[src/rtl/led_display_sched_pkg.sv]
// Shared definitions for the LED display scheduler.
// Contents:
//   sched_state_e  scheduler states (IDLE, PLAY, KEY, HOLD, ALERT)
//   SRC_*          disp_src owner codes reported to the display stage
//   BLINK_*        idle blink pattern values
//   max_int        helper used to size the shared ms down-counter
package led_display_sched_pkg;

  typedef enum logic [2:0] {
    ST_IDLE  = 3'd0,
    ST_PLAY  = 3'd1,
    ST_KEY   = 3'd2,
    ST_HOLD  = 3'd3,
    ST_ALERT = 3'd4
  } sched_state_e;

  localparam logic [1:0] SRC_IDLE  = 2'd0;
  localparam logic [1:0] SRC_PLAY  = 2'd1;
  localparam logic [1:0] SRC_KEY   = 2'd2;
  localparam logic [1:0] SRC_ALERT = 2'd3;

  localparam logic [3:0] BLINK_LOW  = 4'h0;
  localparam logic [3:0] BLINK_HIGH = 4'hF;

  function automatic int max_int(input int a, input int b);
    return (a > b) ? a : b;
  endfunction

endpackage

[src/rtl/led_display_sched_ms_tick_gen.sv]
// Millisecond tick generator.
// Free-running prescaler counting 0..CLK_HZ/1000-1; ms_tick is high for the
// single cycle in which the prescaler sits at its last value, so the tick is
// acted upon by the edge that wraps the prescaler back to 0.
// Ports:
//   clk      in  system clock
//   rst_n    in  asynchronous active-low reset
//   ms_tick  out one-cycle pulse once per millisecond
module ms_tick_gen #(
  parameter int CLK_HZ = 27_000_000
) (
  input  logic clk,
  input  logic rst_n,
  output logic ms_tick
);

  localparam int DIV   = CLK_HZ / 1000;
  localparam int CNT_W = (DIV > 1) ? $clog2(DIV) : 1;

  logic [CNT_W-1:0] prescale;

  assign ms_tick = (prescale == CNT_W'(DIV - 1));

  always_ff @(posedge clk or negedge rst_n) begin
    if (!rst_n) begin
      prescale <= '0;
    end else if (ms_tick) begin
      prescale <= '0;
    end else begin
      prescale <= prescale + CNT_W'(1);
    end
  end

endmodule

[src/rtl/led_display_sched.sv]
// LED display scheduler: decides which requester drives the 6-LED display
// stage (4-bit value + pressed flag). Priority ALERT > KEY > HOLD > PLAY > IDLE,
// with a post-release hold time, timed alerts and an idle blink pattern.
// Requester inputs are registered first and all outputs are registered, so an
// input sampled at edge N shows on the outputs after edge N+1.
// Ports:
//   clk, sys_rst_n          clock, asynchronous active-low reset
//   key_valid, key_code     key scanner level request and code
//   play_valid, play_note   music player level request and note index
//   alert_req, alert_code   one-cycle alert request and its value
//   disp_data, disp_pressed value and pressed flag for the display stage
//   disp_src                owner: 0 idle, 1 play, 2 key/hold, 3 alert
//   alert_ack               one-cycle pulse on the cycle ALERT is entered
module led_display_sched
  import led_display_sched_pkg::*;
#(
  parameter int CLK_HZ   = 27_000_000,
  parameter int HOLD_MS  = 500,
  parameter int ALERT_MS = 1000,
  parameter int BLINK_MS = 250
) (
  input  logic       clk,
  input  logic       sys_rst_n,
  input  logic       key_valid,
  input  logic [3:0] key_code,
  input  logic       play_valid,
  input  logic [3:0] play_note,
  input  logic       alert_req,
  input  logic [3:0] alert_code,
  output logic [3:0] disp_data,
  output logic       disp_pressed,
  output logic [1:0] disp_src,
  output logic       alert_ack
);

  localparam int TIMER_W = $clog2(max_int(HOLD_MS, ALERT_MS) + 1);
  localparam int BLINK_W = (BLINK_MS > 1) ? $clog2(BLINK_MS) : 1;

  logic               ms_tick;
  logic               key_valid_q, play_valid_q;
  logic [3:0]         key_code_q, play_note_q, alert_code_q;
  logic               alert_pend, alert_take;
  sched_state_e       state, state_nxt;
  logic [TIMER_W-1:0] timer, timer_nxt;
  logic [BLINK_W-1:0] blink_cnt, blink_cnt_nxt;
  logic               blink_phase, blink_phase_nxt;
  logic [3:0]         last_code, last_code_nxt;
  logic [3:0]         data_nxt;
  logic               pressed_nxt, ack_nxt;
  logic [1:0]         src_nxt;

  ms_tick_gen #(.CLK_HZ(CLK_HZ)) u_tick (
    .clk     (clk),
    .rst_n   (sys_rst_n),
    .ms_tick (ms_tick)
  );

  // Next-state logic. A pending alert preempts everything and reloads the
  // shared timer; otherwise the timer counts down on ms ticks and saturates
  // at 0, which is the expiry condition for HOLD and ALERT.
  always_comb begin
    state_nxt  = state;
    timer_nxt  = (ms_tick && timer != '0) ? timer - TIMER_W'(1) : timer;
    alert_take = 1'b0;
    ack_nxt    = 1'b0;
    if (alert_pend) begin
      state_nxt  = ST_ALERT;
      timer_nxt  = TIMER_W'(ALERT_MS);
      alert_take = 1'b1;
      ack_nxt    = 1'b1;
    end else begin
      case (state)
        ST_IDLE: begin
          if (key_valid_q)       state_nxt = ST_KEY;
          else if (play_valid_q) state_nxt = ST_PLAY;
        end
        ST_PLAY: begin
          if (key_valid_q)        state_nxt = ST_KEY;
          else if (!play_valid_q) state_nxt = ST_IDLE;
        end
        ST_KEY: begin
          if (!key_valid_q) begin
            state_nxt = ST_HOLD;
            timer_nxt = TIMER_W'(HOLD_MS);
          end
        end
        ST_HOLD: begin
          // A key arriving on the expiry cycle still wins over PLAY/IDLE.
          if (key_valid_q)       state_nxt = ST_KEY;
          else if (timer == '0) begin
            if (play_valid_q)    state_nxt = ST_PLAY;
            else                 state_nxt = ST_IDLE;
          end
        end
        ST_ALERT: begin
          if (timer == '0) begin
            if (key_valid_q)       state_nxt = ST_KEY;
            else if (play_valid_q) state_nxt = ST_PLAY;
            else                   state_nxt = ST_IDLE;
          end
        end
        default: state_nxt = ST_IDLE;
      endcase
    end
  end

  // Blink counter restarts at phase 0 on every IDLE entry; while idle it counts
  // ms ticks and flips the phase every BLINK_MS of them. Outputs are decoded
  // from the next state so they land in the same edge as the state change.
  always_comb begin
    blink_cnt_nxt   = blink_cnt;
    blink_phase_nxt = blink_phase;
    if (state_nxt == ST_IDLE) begin
      if (state != ST_IDLE) begin
        blink_cnt_nxt   = '0;
        blink_phase_nxt = 1'b0;
      end else if (ms_tick) begin
        if (blink_cnt == BLINK_W'(BLINK_MS - 1)) begin
          blink_cnt_nxt   = '0;
          blink_phase_nxt = ~blink_phase;
        end else begin
          blink_cnt_nxt = blink_cnt + BLINK_W'(1);
        end
      end
    end

    last_code_nxt = (state_nxt == ST_KEY) ? key_code_q : last_code;

    data_nxt    = BLINK_LOW;
    pressed_nxt = 1'b0;
    src_nxt     = SRC_IDLE;
    case (state_nxt)
      ST_ALERT: begin
        data_nxt = alert_code_q;
        src_nxt  = SRC_ALERT;
      end
      ST_KEY: begin
        data_nxt    = key_code_q;
        pressed_nxt = 1'b1;
        src_nxt     = SRC_KEY;
      end
      ST_HOLD: begin
        data_nxt = last_code;
        src_nxt  = SRC_KEY;
      end
      ST_PLAY: begin
        data_nxt = play_note_q;
        src_nxt  = SRC_PLAY;
      end
      default: begin
        data_nxt = blink_phase_nxt ? BLINK_HIGH : BLINK_LOW;
      end
    endcase
  end

  // A request arriving in the same cycle a pending alert is consumed stays
  // pending, so back-to-back requests each re-enter ALERT.
  always_ff @(posedge clk or negedge sys_rst_n) begin
    if (!sys_rst_n) begin
      key_valid_q  <= 1'b0;
      key_code_q   <= '0;
      play_valid_q <= 1'b0;
      play_note_q  <= '0;
      alert_pend   <= 1'b0;
      alert_code_q <= '0;
      state        <= ST_IDLE;
      timer        <= '0;
      blink_cnt    <= '0;
      blink_phase  <= 1'b0;
      last_code    <= '0;
      disp_data    <= '0;
      disp_pressed <= 1'b0;
      disp_src     <= SRC_IDLE;
      alert_ack    <= 1'b0;
    end else begin
      key_valid_q  <= key_valid;
      key_code_q   <= key_code;
      play_valid_q <= play_valid;
      play_note_q  <= play_note;
      alert_pend   <= alert_req | (alert_pend & ~alert_take);
      if (alert_req) alert_code_q <= alert_code;
      state        <= state_nxt;
      timer        <= timer_nxt;
      blink_cnt    <= blink_cnt_nxt;
      blink_phase  <= blink_phase_nxt;
      last_code    <= last_code_nxt;
      disp_data    <= data_nxt;
      disp_pressed <= pressed_nxt;
      disp_src     <= src_nxt;
      alert_ack    <= ack_nxt;
    end
  end

endmodule
[config.mk]
export PLATFORM = sky130hd
export DESIGN_NAME = led_display_sched
export DESIGN_NICKNAME = d
export VERILOG_FILES = /design/src/rtl/led_display_sched_pkg.sv /design/src/rtl/led_display_sched_ms_tick_gen.sv /design/src/rtl/led_display_sched.sv
export SDC_FILE = /design/constraint.sdc
export NUM_CORES = 1
export LEC_CHECK = 0
export ABC_AREA = 1
export ABC_CLOCK_PERIOD_IN_PS = 1740
export BUFFER_PORTS_ARGS = -buffer_cell sky130_fd_sc_hd__buf_2
export CAP_MARGIN = 40
export CORE_MARGIN = 10
export CORE_UTILIZATION = 54
export CTS_CLUSTER_SIZE = 16
export DETAILED_ROUTE_END_ITERATION = 10
export PLACE_DENSITY_LB_ADDON = 0.3
export SLEW_MARGIN = 20
export SYNTH_ARGS = -nofsm -noshare
export SYNTH_HDL_FRONTEND = slang
export SYNTH_SLANG_ARGS = --single-unit
[constraint.sdc]
create_clock -name clk -period 1.74 [get_ports clk]
set_input_delay 0 -clock clk [delete_from_list [all_inputs] [get_ports clk]]
set_output_delay 0 -clock clk [all_outputs]
set_load 0.05 [all_outputs]
# [After elaboration in Yosys (flattened, before gate mapping)]
# Cells that the tools add are included.
# Widths: inputs -> output; s select.
[classes] addsub=3 bitwise_logic=4 muxes=29 reduce_logical=9 eq_ne=10
[ops] op="$mux 10" count=4
[ops] op="$mux 3" count=9
[ops] op="$mux 8" count=3
[ops] op="$pmux 4 s4" count=1
[ops] op="$add 15x1->15 const B" count=1
[ops] op="$eq 15x15->1 const B" count=1
[ops] op="$mux 15" count=1
[ops] op="$pmux 3 s5" count=1
[ops] op="$eq 3x2->1 const B" count=4
[ops] op="$logic_not 10->1" count=1
[ops] op="$reduce_bool 10->1" count=1
[ops] op="$sub 10x1->10 const B" count=1
[ops] op="$add 8x1->8 const B" count=1
[ops] op="$eq 8x8->1 const B" count=1
[ops] op="$mux 1" count=7
[ops] op="$eq 3x1->1 const B" count=2
[ops] op="$eq 3x3->1 const B" count=2
[ops] op="$logic_not 3->1" count=2
[ops] op="$pmux 2 s3" count=1
[ops] op="$mux 4" count=1
[ops] op="$reduce_bool 3->1" count=1
[ops] op="$mux 2" count=1
[ops] op="$not 1->1" count=2
[ops] op="$reduce_and 2->1" count=1
[ops] op="other kinds (5)" count=5
[word_totals] elab_cells=71 output_inout_bits=8 inputBits=17 register_bits=64

# [Logic depth before layout (Yosys ltp)]
[depth] ltp_word=9 depth_mapped=14 ltp_nobuf=14

# [Modules after synthesis]
# Synthesis repeated with hierarchy kept, for this count alone.
[hier_totals] hier_cells=395 hier_area_um2=3229.3
[by_module_without_submodules] module="led_display_sched" cells_per_inst=276 instances=1 area_each_um2=2348.5 seq_area_each_um2=1226.2
[by_module_without_submodules] module="ms_tick_gen" cells_per_inst=119 instances=1 area_each_um2=880.8 seq_area_each_um2=375.4

# [Least setup slack after synthesis]
# Ideal clock, no wire load.
[synth_timing] path_type="register to register" start="register timer[0]" end="register blink_cnt[6]" n_path_buf=1 setup_ps=118 path_stages_with_launch=13 t_arrival_ps=1700 required_ps=1622 synth_period_minus_slack_ps=1819 slack_ps=-79 path_cell_list="dfrtp_1 > inv_1 > ha_1 > nand2_1 > nor2_1 > nand3_2 > inv_1 > o21ai_4 > nor2_8 > nand3_4 > buf_8 > nand2_2 > o21ai_2"
[synth_between] elab_chain_cells=7 word_cells_on_any_way=8 cone_classes="mux: 5; reduce/logical: 3"
[synth_lines] element="start: declaration" line_no="led_display_sched.sv:44" rtl="logic [TIMER_W-1:0] timer, timer_nxt;"
[synth_lines] element="start signal: assignment" line_no="led_display_sched.sv:183" rtl="timer <= timer_nxt;"
[synth_lines] element="$logic_not 10->1 (*)" line_no="led_display_sched.sv:90, led_display_sched.sv:96"
[synth_lines] element="$mux 3" line_no="led_display_sched.sv:90" rtl="else if (timer == '0) begin"
[synth_lines] element="$mux 3" line_no="led_display_sched.sv:89" rtl="if (key_valid_q) state_nxt = ST_KEY;"
[synth_lines] element="$pmux 3 s5 (*)" line_no="led_display_sched.sv:72" rtl="case (state)"
[synth_lines] element="$mux 3 (*)" line_no="led_display_sched.sv:66" rtl="if (alert_pend) begin"
[synth_lines] element="named net state_nxt[2]" line_no="led_display_sched.sv:43" rtl="sched_state_e state, state_nxt;"
[synth_lines] element="$logic_not 3->1 (*)" line_no="led_display_sched.sv:113" rtl="if (state_nxt == ST_IDLE) begin"
[synth_lines] element="$reduce_and 2->1 (no line) (*)"
[synth_lines] element="end signal: assignment" line_no="led_display_sched.sv:184" rtl="blink_cnt <= blink_cnt_nxt;"
[synth_lines] element="end: declaration" line_no="led_display_sched.sv:45" rtl="logic [BLINK_W-1:0] blink_cnt, blink_cnt_nxt;"
# Mark *: on every way through the listed nets, which the timed path passes. The rest lies on a longest branch.
# A chain may end at the register's enable or synchronous reset.

# [Worst setup path in the final report]
[layout_timing] start="register timer[0]" end="register blink_cnt[2]"
[layout_between] elab_chain_cells=7 word_cells_on_any_way=8 cone_classes="mux: 5; reduce/logical: 3"
[layout_lines] element="$logic_not 10->1 (*)" line_no="led_display_sched.sv:90, led_display_sched.sv:96"
[layout_lines] element="$mux 3" line_no="led_display_sched.sv:90"
[layout_lines] element="$mux 3" line_no="led_display_sched.sv:89"
[layout_lines] element="$pmux 3 s5 (*)" line_no="led_display_sched.sv:72"
[layout_lines] element="$mux 3 (*)" line_no="led_display_sched.sv:66"
[layout_lines] element="$logic_not 3->1 (*)" line_no="led_display_sched.sv:113"
[layout_lines] element="$reduce_and 2->1 (no line) (*)"
# Mark *: on every way between the ends. The rest lies on a longest branch, timed or not.

==> impl_metrics.toml <==
[power_and_ir_drop]
p_seq_frac = 0.461
cellPowerDensity_mw_per_mm2 = 784
p_leak_nw = 2.07
internal_power_mw = 2.61
p_comb_frac = 0.069
total_power_mw = 3.45
swShare = 0.243
pwr-share-clk = 0.470
power_switching_mw = 0.836
ir_worst_vdd_mv = 0.810

[hold_path]
hold_path.class = "input port to asynchronous set/reset pin"

[synth]
post-synth-top-area-cell = "dfrtp_1"
synth.net_count = 394
yosysTopAreaCellShare = 0.490
ys_warn_count = 0
synth_cell_type_count = 39
synthesis.area_mm2 = 0.00327
syn_inst = 373
synthFlopType = "dfrtp_1"
synth_edf_count = 0
ys_seq_area_frac = 0.490
synth_seq_cells = 64
synthTopCellsByArea = "dfrtp_1, nand2_1, inv_1"
ys_async_sr_fraction = 1.00
synth.avg_cell_area_um2 = 8.77

[global_routing]
grt_pass1_vias = 2934
grt_use_total = 0.168
grt-ovfl-total = 0
grt_max_degree = 41
antenna_found_initial = 0
grt_pass1_wl_mm = 13.5

[floorplanning]
ios = 25
die_w_um = 97.8
initial_utilization = 0.556
fp.dieH_um = 97.8
core_mm2 = 0.00589
rows = 28
dieArea_mm2 = 0.00957

[critical_path]
cp_num_buf_inv = 2
crit_type = "register to register"
crit_path_end_kind = "register"
slowest_delay_ns = 0.39
cp_top_family = "simple AND/OR/NAND/NOR gates"
cp_cell_sequence = "inv_2 > ha_4 > buf_6 > nand2_4 > nor2_4 > nand3_2 > nand3_4 > nand2_4 > nor2_8 > nand3_4 > nand2_2 > o21ai_2"
cp.arrival_ns = 2.12
start_kind = "register"
cp_max_fo = 8
worstPathRequired_ns = 1.99
slowest_stage = "dfrtp_1"

[placed_design]
placed_area_mm2 = 0.00371
pre_cts_ws_ns = -0.0764
hpwl_mm = 4.98
gp_congestion = 0.885
io_buffers = 24

[run_status]
outcome = "finished with violations"
violations = "negative setup slack"

[clocking]
insertion_delay_ns = 0.36
clock_path_buffers = 2
cts_buffers = 9
htreeDepth = 3
clock_sinks = 64
root_buffer = "clkbuf_8"
cts_tree = "done"
clkSlewWorstSetupHoldPaths_ns = 0.08

[route]
drt_iter0_drc = 141
wl_per_cell_um = 14.8
drt_pass1_iterations = 4
ant_nets = 0
vias_per_cell = 5.33
vias = 2912
wl_mm = 8.09
drc_errors = 0

[timing]
fin_crit_sh = 1.08
worst_slew_pin_slew_ns = 0.584
slew_viol_final = 0
final-hold-violation-count = 0
fmax_mhz = 534
finClkSkew_ns = 0.00710
hold_ws_ns = 0.173
maxSlewHeadroom = 0.611
setup_violations = 18
post-route-worst-setup-slack_ns = -0.132
rsz0062_at_grt = "true"
period_needed_ns = 1.87

[finish]
final_cell_mix = "nand2_1, dfrtp_1, inv_1, buf_4, nor2_1"
drive_gt1_frac = 0.342
nNetsFinal = 487
final_core_util = 0.747
final_cell_area_mm2 = 0.00440
final_common_cell = "nand2_1"
syn2layout_area_growth_pct = 34.4
antenna_cells = 0

[flow_run]
cap_violations = 0
-- cells in the mapped netlist, drive strengths merged, types with 2 or more instances --
cell       n
nand4     14
nand3     24
o211ai     2
ha         4
o21ai     20
dfrtp     64
inv       45
nand3b     4
a31oi      2
o2111ai    2
buf        2
xor2       9
mux2       4
a21oi      8
nand2    100
nor3       9
nor2      48
xnor2      6
-- cell type report --
class                      instances  area (um2)
multi-input combinational        262        1630
sequential                        64        1600
fill                             401        1490
timing repair buffer              84         643
inverter                          45         181
clock inverter                     7         125
clock buffer                       9         124
tap                               75        93.8
-- cells by family (layout without fill, tap and decap cells) --
family / after synthesis / in the layout / synth area share
AND/OR/NAND/NOR: 202 / 203 / 0.301
flip-flops: 64 / 64 / 0.490
buffers and inverters: 48 / 145 / 0.0589
AO/OA/AOI/OAI: 36 / 36 / 0.0811
XOR/XNOR: 15 / 15 / 0.0402
adder cells (fa/ha/maj): 4 / 4 / 0.0153
multiplexers: 4 / 4 / 0.0138
-- power by group through the flow --
stage | registers, mW | clock network, mW | logic (mW)
floorplan | 1.65 | 0 | 0.0693
global placement | 1.61 | 0 | 0.196
detailed placement | 1.61 | 0 | 0.204
CTS | 1.58 | 1.64 | 0.232
global route | 1.60 | 1.70 | 0.266
finish | 1.59 | 1.62 | 0.237
-- metal layers --
layer	routed length, um	global-route usage	part of all wire	up-vias
met3	374	0.0437	0.046	20
met2	4180	0.290	0.52	88
met5	0	0	0	-
met1	3360	0.190	0.41	1404
li1	-	-	-	1400
met4	176	0.0783	0.022	0
-- per-stage QoR --
stage               TNS [ns]  instances
floorplan                  0        373
global placement     -0.0824        499
detailed placement    -0.681        499
CTS                  -0.0956        535
global route           -3.75        546
finish                 -1.52        546
-- worst register-to-register path: cells and delay by family (launching register included) --
kind | cells | cell delay [ns]
DFF | 1 | 0.39
adders and majority gates | 1 | 0.16
buffers and inverters | 2 | 0.19
AOI/OAI and AO/OA | 1 | 0.06
and+or+nand+nor | 8 | 0.97
-- registers in the layout (all words and copies together) (netlist names) --
signal	flops
blink_cnt	8
disp_data	4
key_valid_q	1
alert_pend	1
key_code_q	4
disp_pressed	1
timer	10
alert_code_q	4
play_valid_q	1
u_tick.prescale	15
last_code	4
blink_phase	1
state	3
play_note_q	4
alert_ack	1
disp_src	2
-- worst paths after layout --
kind,endpoint,depth (start not counted),slack (ns),startpoint
hold / removal,u_tick.prescale[1],2,0.17,sys_rst_n
setup / recovery,blink_cnt[2],12,-0.13,timer[0]
hold reg to reg,last_code[0],2,0.48,last_code[0]
setup reg to reg,blink_cnt[2],12,-0.13,timer[0]
max in group asynchronous,alert_code_q[3],3,0.94,sys_rst_n
min in group clk,key_valid_q,2,0.29,key_valid
-- what timing repair did --
item	4_1_cts	5_1_grt
cloned	1	1
setup endpoints to repair	19	26
hold buffers	16	0
buffers inserted	3	10
pin swaps	3	25
resized for setup	8	41
endpoints found under the hold margin	39	0
Power figures use the tool's default switching activity.
